File: config.mk
export PLATFORM = sky130hd
export DESIGN_NAME = sys_array_seq
export DESIGN_NICKNAME = d
export VERILOG_FILES = /design/src/rtl/sys_array_seq_pkg.sv /design/src/rtl/seq_rd_stream.sv /design/src/rtl/sys_array_seq.sv
export SDC_FILE = /design/constraint.sdc
export NUM_CORES = 1
export LEC_CHECK = 0
export BUFFER_PORTS_ARGS = -buffer_cell sky130_fd_sc_hd__buf_2
export CORE_ASPECT_RATIO = 1.25
export CORE_MARGIN = 1
export CORE_UTILIZATION = 35
export CTS_CLUSTER_DIAMETER = 120
export DETAILED_ROUTE_END_ITERATION = 12
export GPL_TIMING_DRIVEN = 0
export HOLD_SLACK_MARGIN = 0.15
export PLACE_DENSITY_LB_ADDON = 0.12
export SYNTH_ARGS = -nofsm -noshare
export SYNTH_HDL_FRONTEND = slang
export SYNTH_HIERARCHICAL = 1
export SYNTH_SLANG_ARGS = --single-unit
File: constraint.sdc
create_clock -name clk -period 3.7 [get_ports clk]
set_input_delay 0.185 -clock clk [delete_from_list [all_inputs] [get_ports clk]]
set_output_delay 0.185 -clock clk [all_outputs]
set_load 0.02 [all_outputs]
File: src/rtl/sys_array_seq_pkg.sv
// Shared types and constants for the systolic-array layer sequencer.
package sys_array_seq_pkg;

   localparam int unsigned KERNEL_TAPS = 9;
   localparam int unsigned DATA_W      = 16;

   typedef enum logic [2:0] {
      IDLE    = 3'd0,
      FETCH_W = 3'd1,
      FETCH_I = 3'd2,
      DRAIN   = 3'd3,
      FINISH  = 3'd4
   } seq_state_e;

   // Number of valid 3x3 convolution outputs for a size x size tile.
   function automatic int unsigned out_count(input int unsigned size);
      return (size - 2) * (size - 2);
   endfunction

endpackage

File: src/rtl/seq_rd_stream.sv
// Burst read address generator: issues len consecutive reads from base and
// delays the read strobe by one cycle to mark returning data.
module seq_rd_stream #(
   parameter int unsigned ADDR_W = 12,
   parameter int unsigned LEN_W  = 6
) (
   input  logic              clk,
   input  logic              rst_n,
   input  logic [ADDR_W-1:0] base_i,
   input  logic [LEN_W-1:0]  len_i,
   input  logic              go_i,
   output logic              rd_en_o,
   output logic [ADDR_W-1:0] addr_o,
   output logic              data_valid_o,
   output logic              last_o
);

   logic              rd_en_q, rd_en_d;
   logic [ADDR_W-1:0] addr_q, addr_d;
   logic [LEN_W-1:0]  cnt_q, cnt_d;
   logic [LEN_W-1:0]  len_q, len_d;
   logic              dv_q;

   assign last_o = rd_en_q && (cnt_q == len_q - LEN_W'(1));

   // A go on the final beat restarts immediately, giving gapless back-to-back bursts.
   always_comb begin
      rd_en_d = rd_en_q;
      addr_d  = addr_q;
      cnt_d   = cnt_q;
      len_d   = len_q;
      if (go_i) begin
         rd_en_d = 1'b1;
         addr_d  = base_i;
         cnt_d   = '0;
         len_d   = len_i;
      end else if (rd_en_q) begin
         if (last_o) begin
            rd_en_d = 1'b0;
         end else begin
            addr_d = addr_q + ADDR_W'(1);
            cnt_d  = cnt_q + LEN_W'(1);
         end
      end
   end

   always_ff @(posedge clk or negedge rst_n) begin
      if (!rst_n) begin
         rd_en_q <= 1'b0;
         addr_q  <= '0;
         cnt_q   <= '0;
         len_q   <= '0;
         dv_q    <= 1'b0;
      end else begin
         rd_en_q <= rd_en_d;
         addr_q  <= addr_d;
         cnt_q   <= cnt_d;
         len_q   <= len_d;
         dv_q    <= rd_en_q;
      end
   end

   assign rd_en_o      = rd_en_q;
   assign addr_o       = addr_q;
   assign data_valid_o = dv_q;

endmodule

File: src/rtl/sys_array_seq.sv
// Layer sequencer for the 3x3 systolic array: streams weights then an input tile,
// forwards indexed results. Define SYS_ARRAY_SEQ_PERF_EN to add the cycle_cnt_o busy counter.
module sys_array_seq
   import sys_array_seq_pkg::*;
#(
   parameter int unsigned SIZE    = 7,
   parameter int unsigned ADDR_W  = 12,
   parameter int unsigned TIMEOUT = 255
) (
   input  logic              clk,
   input  logic              rst_n,
   input  logic              start_i,
   input  logic [ADDR_W-1:0] w_base_i,
   input  logic [ADDR_W-1:0] i_base_i,
   output logic              busy_o,
   output logic              done_o,
   output logic              error_o,
   output logic              mem_rd_en_o,
   output logic [ADDR_W-1:0] mem_addr_o,
   input  logic [DATA_W-1:0] mem_rdata_i,
   output logic              w_load_o,
   output logic [DATA_W-1:0] w_in_o,
   output logic              i_load_o,
   output logic [DATA_W-1:0] i_in_o,
   input  logic [DATA_W-1:0] arr_result_i,
   input  logic              arr_res_sig_i,
   output logic              out_valid_o,
   output logic [DATA_W-1:0] out_data_o,
   output logic [7:0]        out_idx_o
`ifdef SYS_ARRAY_SEQ_PERF_EN
   ,
   output logic [31:0]       cycle_cnt_o
`endif
);

   localparam int unsigned TILE  = SIZE * SIZE;
   localparam int unsigned N_OUT = out_count(SIZE);
   localparam int unsigned LEN_W = $clog2(TILE + 1);
   localparam int unsigned RES_W = $clog2(N_OUT + 1);
   localparam int unsigned TMO_W = $clog2(TIMEOUT + 1);

   seq_state_e        state_q, state_d;
   logic              busy_q, busy_d;
   logic              done_q, done_d;
   logic              error_q, error_d;
   logic              out_valid_q, out_valid_d;
   logic [DATA_W-1:0] out_data_q, out_data_d;
   logic [7:0]        out_idx_q, out_idx_d;
   logic [RES_W-1:0]  res_cnt_q, res_cnt_d;
   logic [TMO_W-1:0]  tmo_q, tmo_d;
   logic [ADDR_W-1:0] i_base_q, i_base_d;
   logic              phase_w_q, phase_w_d;

   logic              go_c;
   logic [ADDR_W-1:0] base_c;
   logic [LEN_W-1:0]  len_c;
   logic              rd_en, rd_dv, rd_last;
   logic [ADDR_W-1:0] rd_addr;
   logic              cap_c, all_res_c, tmo_expire_c;

   seq_rd_stream #(.ADDR_W(ADDR_W), .LEN_W(LEN_W)) u_rd (
      .clk          (clk),
      .rst_n        (rst_n),
      .base_i       (base_c),
      .len_i        (len_c),
      .go_i         (go_c),
      .rd_en_o      (rd_en),
      .addr_o       (rd_addr),
      .data_valid_o (rd_dv),
      .last_o       (rd_last)
   );

   // Results may arrive while inputs still stream, so capture spans FETCH_I and DRAIN.
   assign all_res_c    = (res_cnt_q == RES_W'(N_OUT));
   assign cap_c        = arr_res_sig_i && !all_res_c &&
                         (state_q == FETCH_I || state_q == DRAIN);
   assign tmo_expire_c = !cap_c && (tmo_q == TMO_W'(TIMEOUT - 1));

   always_ff @(posedge clk or negedge rst_n) begin
      if (!rst_n) state_q <= IDLE;
      else        state_q <= state_d;
   end

   always_comb begin
      state_d = state_q;
      case (state_q)
         IDLE:    if (start_i) state_d = FETCH_W;
         FETCH_W: if (rd_last) state_d = FETCH_I;
         FETCH_I: if (rd_last) state_d = DRAIN;
         DRAIN: begin
            if (all_res_c)         state_d = FINISH;
            else if (tmo_expire_c) state_d = IDLE;
         end
         FINISH:  state_d = IDLE;
         default: state_d = IDLE;
      endcase
   end

   // Weight base goes straight into the stream's address register on the accepting edge.
   always_comb begin
      busy_d      = busy_q;
      done_d      = 1'b0;
      error_d     = error_q;
      out_valid_d = 1'b0;
      out_data_d  = out_data_q;
      out_idx_d   = out_idx_q;
      res_cnt_d   = res_cnt_q;
      tmo_d       = '0;
      i_base_d    = i_base_q;
      phase_w_d   = (state_q == FETCH_W);
      go_c        = 1'b0;
      base_c      = i_base_q;
      len_c       = LEN_W'(TILE);
      if (cap_c) begin
         out_valid_d = 1'b1;
         out_data_d  = arr_result_i;
         out_idx_d   = 8'(res_cnt_q);
         res_cnt_d   = res_cnt_q + RES_W'(1);
      end
      case (state_q)
         IDLE: begin
            if (start_i) begin
               busy_d    = 1'b1;
               error_d   = 1'b0;
               i_base_d  = i_base_i;
               res_cnt_d = '0;
               go_c      = 1'b1;
               base_c    = w_base_i;
               len_c     = LEN_W'(KERNEL_TAPS);
            end
         end
         FETCH_W: go_c = rd_last;
         DRAIN: begin
            if (all_res_c) begin
               done_d = 1'b1;
               busy_d = 1'b0;
            end else if (tmo_expire_c) begin
               error_d = 1'b1;
               busy_d  = 1'b0;
            end else if (!cap_c) begin
               tmo_d = tmo_q + TMO_W'(1);
            end
         end
         default: ;
      endcase
   end

   always_ff @(posedge clk or negedge rst_n) begin
      if (!rst_n) begin
         busy_q      <= 1'b0;
         done_q      <= 1'b0;
         error_q     <= 1'b0;
         out_valid_q <= 1'b0;
         out_data_q  <= '0;
         out_idx_q   <= '0;
         res_cnt_q   <= '0;
         tmo_q       <= '0;
         i_base_q    <= '0;
         phase_w_q   <= 1'b0;
      end else begin
         busy_q      <= busy_d;
         done_q      <= done_d;
         error_q     <= error_d;
         out_valid_q <= out_valid_d;
         out_data_q  <= out_data_d;
         out_idx_q   <= out_idx_d;
         res_cnt_q   <= res_cnt_d;
         tmo_q       <= tmo_d;
         i_base_q    <= i_base_d;
         phase_w_q   <= phase_w_d;
      end
   end

   // Read data lands in the cycle after the strobe, so the load words pass straight through.
   assign w_load_o    = rd_dv && phase_w_q;
   assign i_load_o    = rd_dv && !phase_w_q;
   assign w_in_o      = w_load_o ? mem_rdata_i : '0;
   assign i_in_o      = i_load_o ? mem_rdata_i : '0;
   assign mem_rd_en_o = rd_en;
   assign mem_addr_o  = rd_addr;
   assign busy_o      = busy_q;
   assign done_o      = done_q;
   assign error_o     = error_q;
   assign out_valid_o = out_valid_q;
   assign out_data_o  = out_data_q;
   assign out_idx_o   = out_idx_q;

`ifdef SYS_ARRAY_SEQ_PERF_EN
   logic [31:0] cycle_cnt_q;

   always_ff @(posedge clk or negedge rst_n) begin
      if (!rst_n)                           cycle_cnt_q <= '0;
      else if (state_q == IDLE && start_i)  cycle_cnt_q <= '0;
      else if (busy_q)                      cycle_cnt_q <= cycle_cnt_q + 32'd1;
   end

   assign cycle_cnt_o = cycle_cnt_q;
`endif

endmodule

* After elaboration in Yosys (flattened, before gate mapping)
Index checks and enable logic that the tools add are counted.
** Operators by class
- $add $sub $neg :: 5
- Equal/unequal tests :: 13
- Muxes and demuxes :: 41
- Reduce and logical (&&, ||, !) cells :: 18
** Operators by type and width (count)
- $mux W12 :: 5
- $mux W16 :: 2
- $mux W8 :: 4
- $mux W6 :: 5
- $mux W3 :: 5
- $mux W5 :: 3
- $mux W1 :: 13
- $add A12 B1 Y12 const B :: 1
- $pmux W3 S4 :: 1
- $ne A2 B2 Y1 const B :: 5
- $add A8 B1 Y8 const B :: 1
- $eq A8 B8 Y1 const B :: 1
- $reduce_and A4 Y1 :: 2
- $add A6 B1 Y6 const B :: 1
- $eq A3 B2 Y1 const B :: 2
- $eq A6 B6 Y1 :: 1
- $logic_and A1 B1 Y1 :: 6
- $pmux W1 S2 :: 3
- $sub A6 B1 Y6 const B :: 1
- $add A5 B1 Y5 const B :: 1
- $eq A5 B5 Y1 const B :: 1
- $reduce_and A2 Y1 :: 2
- $reduce_bool A2 Y1 :: 2
- $eq A3 B1 Y1 const B :: 1
- 6 further kinds :: 8
** Storage, ports and cells
- Flip-flop bits (word level) :: 80
- Input bits :: 60
- Output and inout port bits :: 75
- Word-level logic and storage cells :: 93

* Depth between registers and ports, before layout
Gate-level depths: netlist of the first run.
- Word-level depth :: 9
- Mapped depth :: 12
- Depth with buffers taken out :: 12

* Hierarchy
Netlist of the first run, hierarchy kept.
** By module, submodules not included
- sys_array_seq :: instances 1, cells each 261, area each 2640.0 µm², sequential area each 1351.3 µm²
- seq_rd_stream :: instances 1, cells each 144, area each 1451.4 µm², sequential area each 650.6 µm²

* Worst setup path after synthesis of the first run
Ideal clock, no wire load.
- Kind :: register to register
- Start point :: reg u_rd.len_q[0]
- End point :: reg u_rd.addr_q[0], in the netlist u_rd/addr_o[0]
- Setup time :: 0.083 ns
- Data arrival time :: 2.710 ns
- Required time :: 3.617 ns
- Path slack :: 0.907 ns
- Stages on the path, launching flop included :: 11
- Buffers on the path :: 2
- Clock period less this slack :: 2.793 ns
- Cell sequence :: dfrtp_1 -> or4_4 -> nor3_1 -> o2111ai_4 -> nor3b_1 -> nand2_1 -> nand2_1 -> clkbuf_1 -> clkbuf_1 -> nand2_1 -> o21ai_0
** On the way
- Longest elaborated chain between the ends :: 6
- Elaborated cells on any way between the ends :: 8
- Those cells by class :: 1 x add/sub; 2 x eq/ne; 2 x mux; 3 x reduce/logical
** RTL lines
- start, declared :: line seq_rd_stream.sv:21 : logic [LEN_W-1:0] len_q, len_d;
- start signal, assigned :: line seq_rd_stream.sv:58 : len_q <= len_d;
- $sub A6 B1 Y6 * :: line seq_rd_stream.sv:24 : assign last_o = rd_en_q && (cnt_q == len_q - LEN_W'(1));
- $eq A6 B6 Y1 * :: line seq_rd_stream.sv:24
- $logic_and A1 B1 Y1 * :: line seq_rd_stream.sv:24
- net rd_last :: line sys_array_seq.sv:57 : logic rd_en, rd_dv, rd_last;
- $pmux W1 S2 * :: line sys_array_seq.sv:120 : case (state_q)
- net go_c :: line sys_array_seq.sv:54 : logic go_c;
- $ne A2 B2 Y1 (no source line) or $reduce_bool A2 Y1 (tied branches)
- $reduce_and A2 Y1 (no source line)
- end signal, assigned :: line seq_rd_stream.sv:56 : addr_q <= addr_d;
- end, declared :: line seq_rd_stream.sv:19 : logic [ADDR_W-1:0] addr_q, addr_d;
Mark *: on every way through the listed nets, which the timed path passes. The rest lies on a longest branch.
A chain may end at the register's enable or synchronous reset.

* Worst setup path in the final report of the first run
- Start point :: reg u_rd.len_q[2]
- End point :: reg u_rd.addr_q[8], in the netlist u_rd/addr_o[8]
Same word-level chain as after synthesis.

==> results of run 1 <==
-- sequential cells by signal (all words and copies together), names as in the netlist, 3 cells and up --
register,cells
out_data_o,16
i_base_q,12
u_rd/addr_o,12
tmo_q,8
u_rd/cnt_q,6
u_rd/len_q,6
out_idx_o,5
res_cnt_q,5
state_q,3
-- cell families after synthesis --
kind of cell | share of synthesized area
multiplexers | 0.0786
buffers and inverters | 0.0398
other | 0.00184
AND/OR/NAND/NOR | 0.232
flip-flops | 0.489
AO/OA/AOI/OAI | 0.100
adder cells (fa/ha/maj) | 0.0214
XOR/XNOR | 0.0364
-- placed cells by master (no fill, tap or decap), types with 5 or more instances in the layout --
| cell type | instances |
|---|---|
| xor2_1 | 12 |
| mux2_2 | 25 |
| or4_1 | 5 |
| buf_2 | 132 |
| nand3_1 | 11 |
| dfrtp_1 | 80 |
| nand2_1 | 85 |
| ha_1 | 7 |
| clkbuf_16 | 9 |
| o211ai_1 | 7 |
| o21ai_0 | 16 |
| conb_1 | 6 |
| and3_1 | 20 |
| nor2_1 | 14 |
| clkbuf_1 | 5 |
| and2_1 | 18 |
| buf_4 | 8 |
| inv_1 | 7 |
| a21oi_1 | 9 |
| nand2b_1 | 6 |
| xnor2_1 | 5 |
| or3_1 | 6 |
| dlygate4sd3_1 | 30 |
| nor3_1 | 6 |
-- cell type report --
class                      instances  area share
sequential                        80       0.361
multi-input combinational        303       0.350
timing repair buffer             162       0.178
clock buffer                      10      0.0431
tap                              135      0.0305
buffer                            18      0.0232
clock inverter                     6     0.00812
inverter                           8     0.00632
-- per-layer routing --
metal	part of all wire	wire length, um	vias to the layer above
li1	-	-	1752
met1	0.41	4080	1683
met2	0.54	5330	83
met3	0.035	343	7
met4	0.014	137	0
met5	0	0	-
-- report_power, final --
| part | leakage [nW] | internal [mW] | switching (mW) |
|---|---|---|---|
| logic | 1.59 | 0.789 | 1.11 |
| registers | 0.984 | 1.21 | 0.271 |
| clock network | 0.131 | 0.473 | 0.354 |
-- what timing repair did --
item | CTS | global route
hold endpoints to repair | 109 | 0
endpoints found under the setup margin | 0 | 9
resized for setup | 0 | 2
hold buffers | 30 | 0
buffers inserted | 0 | 0
-- tightest hold or removal path, cell delays in order --
cell,delay [ns]
buf_2,0.07
nand2_1,0.04
nand2_1,0.05
nand2_1,0.05
o21ai_0,0.06
-- how the worst max path moves through the flow --
stage | startpoint | endpoint | slack [ns] | cells after the start
5_1_grt | u_rd/len_q[0] | u_rd/addr_o[9] | 0.11 | 10
4_1_cts | u_rd/len_q[2] | u_rd/addr_o[9] | 0.14 | 10
3_3_place_gp | u_rd/len_q[0] | u_rd/addr_o[8] | 0.22 | 10
6_report | u_rd/len_q[2] | u_rd/addr_o[8] | 0.40 | 10
2_1_floorplan | u_rd/len_q[0] | u_rd/addr_o[0] | 0.91 | 10
3_5_place_dp | u_rd/len_q[1] | u_rd/addr_o[7] | 0.16 | 10
-- through the flow --
| stage | worst slack (ns) | util | cells |
|---|---|---|---|
| 2_1_floorplan | 0.907 | - | 409 |
| 3_3_place_gp | 0.217 | 0.439 | 675 |
| 3_5_place_dp | 0.156 | 0.441 | 676 |
| 4_1_cts | 0.138 | 0.493 | 722 |
| 5_1_grt | 0.106 | 0.493 | 722 |
| 6_report | 0.399 | 0.493 | 722 |
==> results.md, run 1 <==
- Antenna violations before repair: 0
- Number of max-cap violations: 0
- Share of post-route cells with drive strength above 1: 0.334
- PwrDens: 759 nW/um2
- RSZ-0062 raised after global routing: no
- Library cells used by synthesis: 54
- Cell family with most CP delay: simple AND/OR/NAND/NOR gates
- Port-buffer cells: 131
- Final setup vio count: 0
- Worst rel slew slack: 0.574
- Worst Path Buf+Inv: 2
- Outcome: completed
- I/O pin cnt: 135
- Synth area leader: dfrtp_1
- GR Util All Layers: 0.172
- Root Buffer: clkbuf_16
- Worst-margin pin slew: 0.636 ns
- Top cells by count, synth: 85 x nand2_1, 80 x dfrtp_1, 25 x mux2_2, 20 x and3_1, 18 x and2_1
- Final GP Congestion: 0.781
- Hold Path Sink: u_rd/addr_o[9]
- Die H: 123 um
- Largest stage delay, worst path: 0.50 ns
- Worst VDD drop: 0.000327 V
- Final Cell Area: 5550 um2
- Total global routing overflow: 0
- Synth Warn #: 6
- Reg2reg path depth: 10
- Final Hold Viols: 0
- Final Critical Period: 3.30 ns
- Post-synth EDFFs: 0
- Clock Pin Slew Worst Setup and Hold Paths: 0.06 ns
- Avg Synthesized Cell Area: 10.1 um2
- Critical path, cell by cell: or4_4 -> nor3_1 -> o2111ai_4 -> nor3b_1 -> nand2_1 -> nand2_1 -> clkbuf_2 -> clkbuf_1 -> nand2_1 -> o21ai_0
- Worst EP required: 3.95 ns
- Worst reg2reg path startpoint: u_rd/len_q[2]
- F_max: 303 MHz
- Met2 Use GR: 0.315
- Sequential area share after synthesis: 0.489
- Ranking of synthesized cells by area: dfrtp_1 49%, nand2_1 7.8%, mux2_2 6.9%
- CTS tree: yes
- Final wirelength: 9.90 mm
- Register area: 2000 um2
- Grt met1 use: 0.199
- GR Util met3: 0.0313
- Fin nets: 649
- Cell Area, Placed: 4960 um2
- Global route hottest layer: met2
- Pin count of the biggest net entering global routing: 61
- Main synth FF type: dfrtp_1
- DR vias/cell: 4.88
- Starting Density: 0.364
- Via Count: 3525
- Worst setup EP type: flop
- Hold-critical path depth: 5
- Core Area: 11200 um2
- Clock skew after layout: 0.00488 ns
- Fill cells: 1079
- Final period util: 0.892
- Synthesis-stage register bit count: 80
- Worst skew pair latency: 0.33 ns
- Setup_tns: 0 ns
- HPWL after DPL: 7.40 mm
- Most used cell, CP: nand2_1
- 1st-pass router iterations: 4
- Post-Syn Instances: 405
- Total Power: 4.21 mW
- Leak: 2.70 nW
- CP Data Arrival Time: 3.55 ns
- Synthesized cell area: 4090 um2
- CP startpoint kind: flop
- Number of global-route vias before repair: 3449
- CP max stage cell: or4_4
- Worst reg2reg setup slack: 0.40 ns
- ANT cells: 0
- Row count: 43
- H-tree lvl count: 3
- CTS buffer count: 9
- Area of the multi-input gates: 1940 um2
- Critical hold path startpoint: w_base_i[9]
- Worst Path Class, Setup: reg -> reg
- Count leader, synth: nand2_1
- Synth-to-Final Area Change: 35.6%
- Reg-to-reg endpoint: u_rd/addr_o[8]
- Post-DRT Antenna Nets: 0
- Hold_ws: 0.163 ns
- Max Slew Vio Count: 0
- Crit-path max FO: 10
- Clk buf depth: 2
- Asr flop ratio synth: 1.00
- DR iter-0 viols: 99
- Worst Hold Class: in -> reg
- DRC viols: 0
- Die Wd: 98.7 um
- First-pass GRT wire length: 16.3 mm
- Share of the synthesized area in the top cell type: 0.489
- Post-DR wirelength/cell: 13.7 um
- CTS sink count: 80
- Die ar.: 12100 um2
(Power assumes the default switching activity.)
==> run 2, diff against run 1 <==
--- a/config.mk
+++ b/config.mk
@@ -13,7 +13,7 @@
 export DETAILED_ROUTE_END_ITERATION = 12
 export GPL_TIMING_DRIVEN = 0
 export HOLD_SLACK_MARGIN = 0.15
-export PLACE_DENSITY_LB_ADDON = 0.12
+export PLACE_DENSITY = 0.63
 export SYNTH_ARGS = -nofsm -noshare
 export SYNTH_HDL_FRONTEND = slang
 export SYNTH_HIERARCHICAL = 1
==> run 2 against run 1 <==
Effect of this change:
- worst setup slack lost 0.073 ns
- largest cell class unchanged
- fmax shrank 2.2%
- first-iteration DRC count is 83% higher
- highest routed layer unchanged
==> results.md, run 2 (synthesis gave the netlist of run 1 again) <==
- Via Count: 3526 (+0.028%)
- Number of global-route vias before repair: 3426 (-0.67%)
- Total global routing overflow: 0 (unchanged)
- Number of max-cap violations: 0 (unchanged)
- Root Buffer: clkbuf_16
- Clock Pin Slew Worst Setup and Hold Paths: 0.06 ns (about the same)
- Crit-path max FO: 10 (unchanged)
- Worst Path Class, Setup: reg -> reg
- RSZ-0062 raised after global routing: no
- F_max: 296 MHz (-2.2%)
- Crit. Startpoint: u_rd/len_q[2]
- Critical hold path startpoint: w_base_i[10]
- Met3 wire len: 503 um (+47%)
- Worst Hold Class: in -> reg
- Die ar.: 12100 um2 (unchanged)
- Post-DRT Antenna Nets: 0 (unchanged)
- Die Wd: 98.7 um (unchanged)
- Max Slew Vio Count: 0 (unchanged)
- DRC viols: 0 (unchanged)
- CTS buffer count: 9 (unchanged)
- Final setup vio count: 0 (unchanged)
- Final wirelength: 9.98 mm (+0.83%)
- Worst setup EP type: flop
- Core Area: 11200 um2 (unchanged)
- HPWL after DPL: 7.15 mm (-3.5%)
- Number of flip-flops in the largest register: 16 (unchanged)
- Outcome: completed
- Top routing layer in use: met4
- Clock skew after layout: 0.00772 ns (+0.00284 ns)
- Post-DR wirelength/cell: 13.8 um (+0.97%)
- Antenna violations before repair: 0 (unchanged)
- H-tree lvl count: 3 (unchanged)
- I/O pin cnt: 135 (unchanged)
- 1st-pass router iterations: 4 (unchanged)
- Leak: 2.72 nW (+0.55%)
- CP startpoint kind: flop
- Worst EP required: 3.95 ns (about the same)
- Final period util: 0.912 (+0.0198)
- Commonest cells after routing, fill and taps aside: 132 x buf_2, 85 x nand2_1, 80 x dfrtp_1, 29 x dlygate4sd3_1, 25 x mux2_2
- Starting Density: 0.364 (unchanged)
- GR Util All Layers: 0.170 (-0.00150)
- CTS sink count: 80 (unchanged)
- Commonest non-fill, non-tap cell in the layout: buf_2
- Finished Core Util: 0.494 (+0.000556)
- Pin count of the biggest net entering global routing: 73 (+20%)
- DR iter-0 viols: 181 (+83%)
- DR vias/cell: 4.89 (+0.17%)
- CP Data Arrival Time: 3.62 ns (+0.07 ns)
- PwrDens: 771 nW/um2 (+1.6%)
- Fin nets: 648 (-0.15%)
- Final Hold Viols: 0 (unchanged)
- First-pass GRT wire length: 16.2 mm (-0.55%)
- Worst-margin pin slew: 0.630 ns (-0.00653 ns)
- Share of post-route cells with drive strength above 1: 0.331 (-0.00284)
- Synth-to-Final Area Change: 35.7%
- Placed Instances: 676 (unchanged)
- DR WL met2: 5.11 mm (-4.2%)
- Worst VDD drop: 0.000343 V (+5.2%)
- CTS tree: yes
- Row count: 43 (unchanged)
- Total Power: 4.28 mW (+1.7%)
- Die H: 123 um (unchanged)
- Clk buf depth: 2 (unchanged)
- Port-buffer cells: 131 (unchanged)
- Wl on met1: 4.27 mm (+4.5%)
- Setup_tns: 0 ns (unchanged)
- Final GP Congestion: 0.771 (-1.3%)
- ANT cells: 0 (unchanged)
- Layout Cells excl Fill: 721 (-0.14%)
- Worst rel slew slack: 0.578 (+0.00438)
- Worst reg2reg path startpoint: u_rd/len_q[2]
- Worst skew pair latency: 0.33 ns (about the same)
- Final Critical Period: 3.37 ns (+0.0734 ns)
==> run 2: routing by layer <==
layer  global-route usage  up-vias
met3               0.0336        9
met1                0.204     1670
met2                0.302      102
met5                    0        -
met4               0.0662        0
li1                     -     1745
==> run 2: metrics by stage <==
step	worst slack [ns]	hold slack (ns)	cell area, um2
4_1_cts	0.147	0.152	5550
2_1_floorplan	0.907	-0.111	4110
3_3_place_gp	0.240	0.386	4930
3_5_place_dp	0.168	0.0302	4960
5_1_grt	0.0865	0.185	5550
6_report	0.326	0.159	5550
==> run 2: power by group <==
| part | internal [mW] | total [mW] | switching [mW] |
|---|---|---|---|
| Clock | 0.558 | 0.893 | 0.335 |
| Combinational | 0.789 | 1.90 | 1.11 |
| Sequential | 1.21 | 1.49 | 0.278 |
| Total | 2.56 | 4.28 | 1.72 |
==> run 2: path summary, 6_finish.rpt <==
kind	slack, ns	cells after the start	endpoint
setup / recovery	0.33	10	u_rd/addr_o[9]
hold / removal	0.16	5	u_rd/addr_o[10]
setup reg to reg	0.33	10	u_rd/addr_o[9]
hold reg to reg	0.46	2	i_base_q[4]
max in group asynchronous	2.89	3	out_data_o[6]
min in group asynchronous	0.23	2	i_base_q[5]
==> run 2: layout make-up <==
type	count	area, um2
fill	1043	5690
sequential	80	2000
multi-input combinational	303	1940
timing repair buffer	161	976
clock buffer	13	260
tap	135	169
buffer	18	129
clock inverter	3	40.0
inverter	8	35.0
==> run 2: worst max-delay path, cell delays in order (launching register included) <==
cell and delay, ns:
dfrtp_1 0.43, or4_4 0.50, nor3_1 0.28, o2111ai_4 0.24, nor3b_1 0.52, nand2_1 0.11, nand2_1 0.28, clkbuf_2 0.33
clkbuf_1 0.40, nand2_1 0.09, o21ai_0 0.09
==> run 2: repair_timing <==
item / CTS / global route
endpoints found under the hold margin: 108 / 0
setup endpoints to repair: 0 / 9
buffers inserted: 0 / 0
hold buffers: 29 / 0
gates resized for setup: 0 / 2
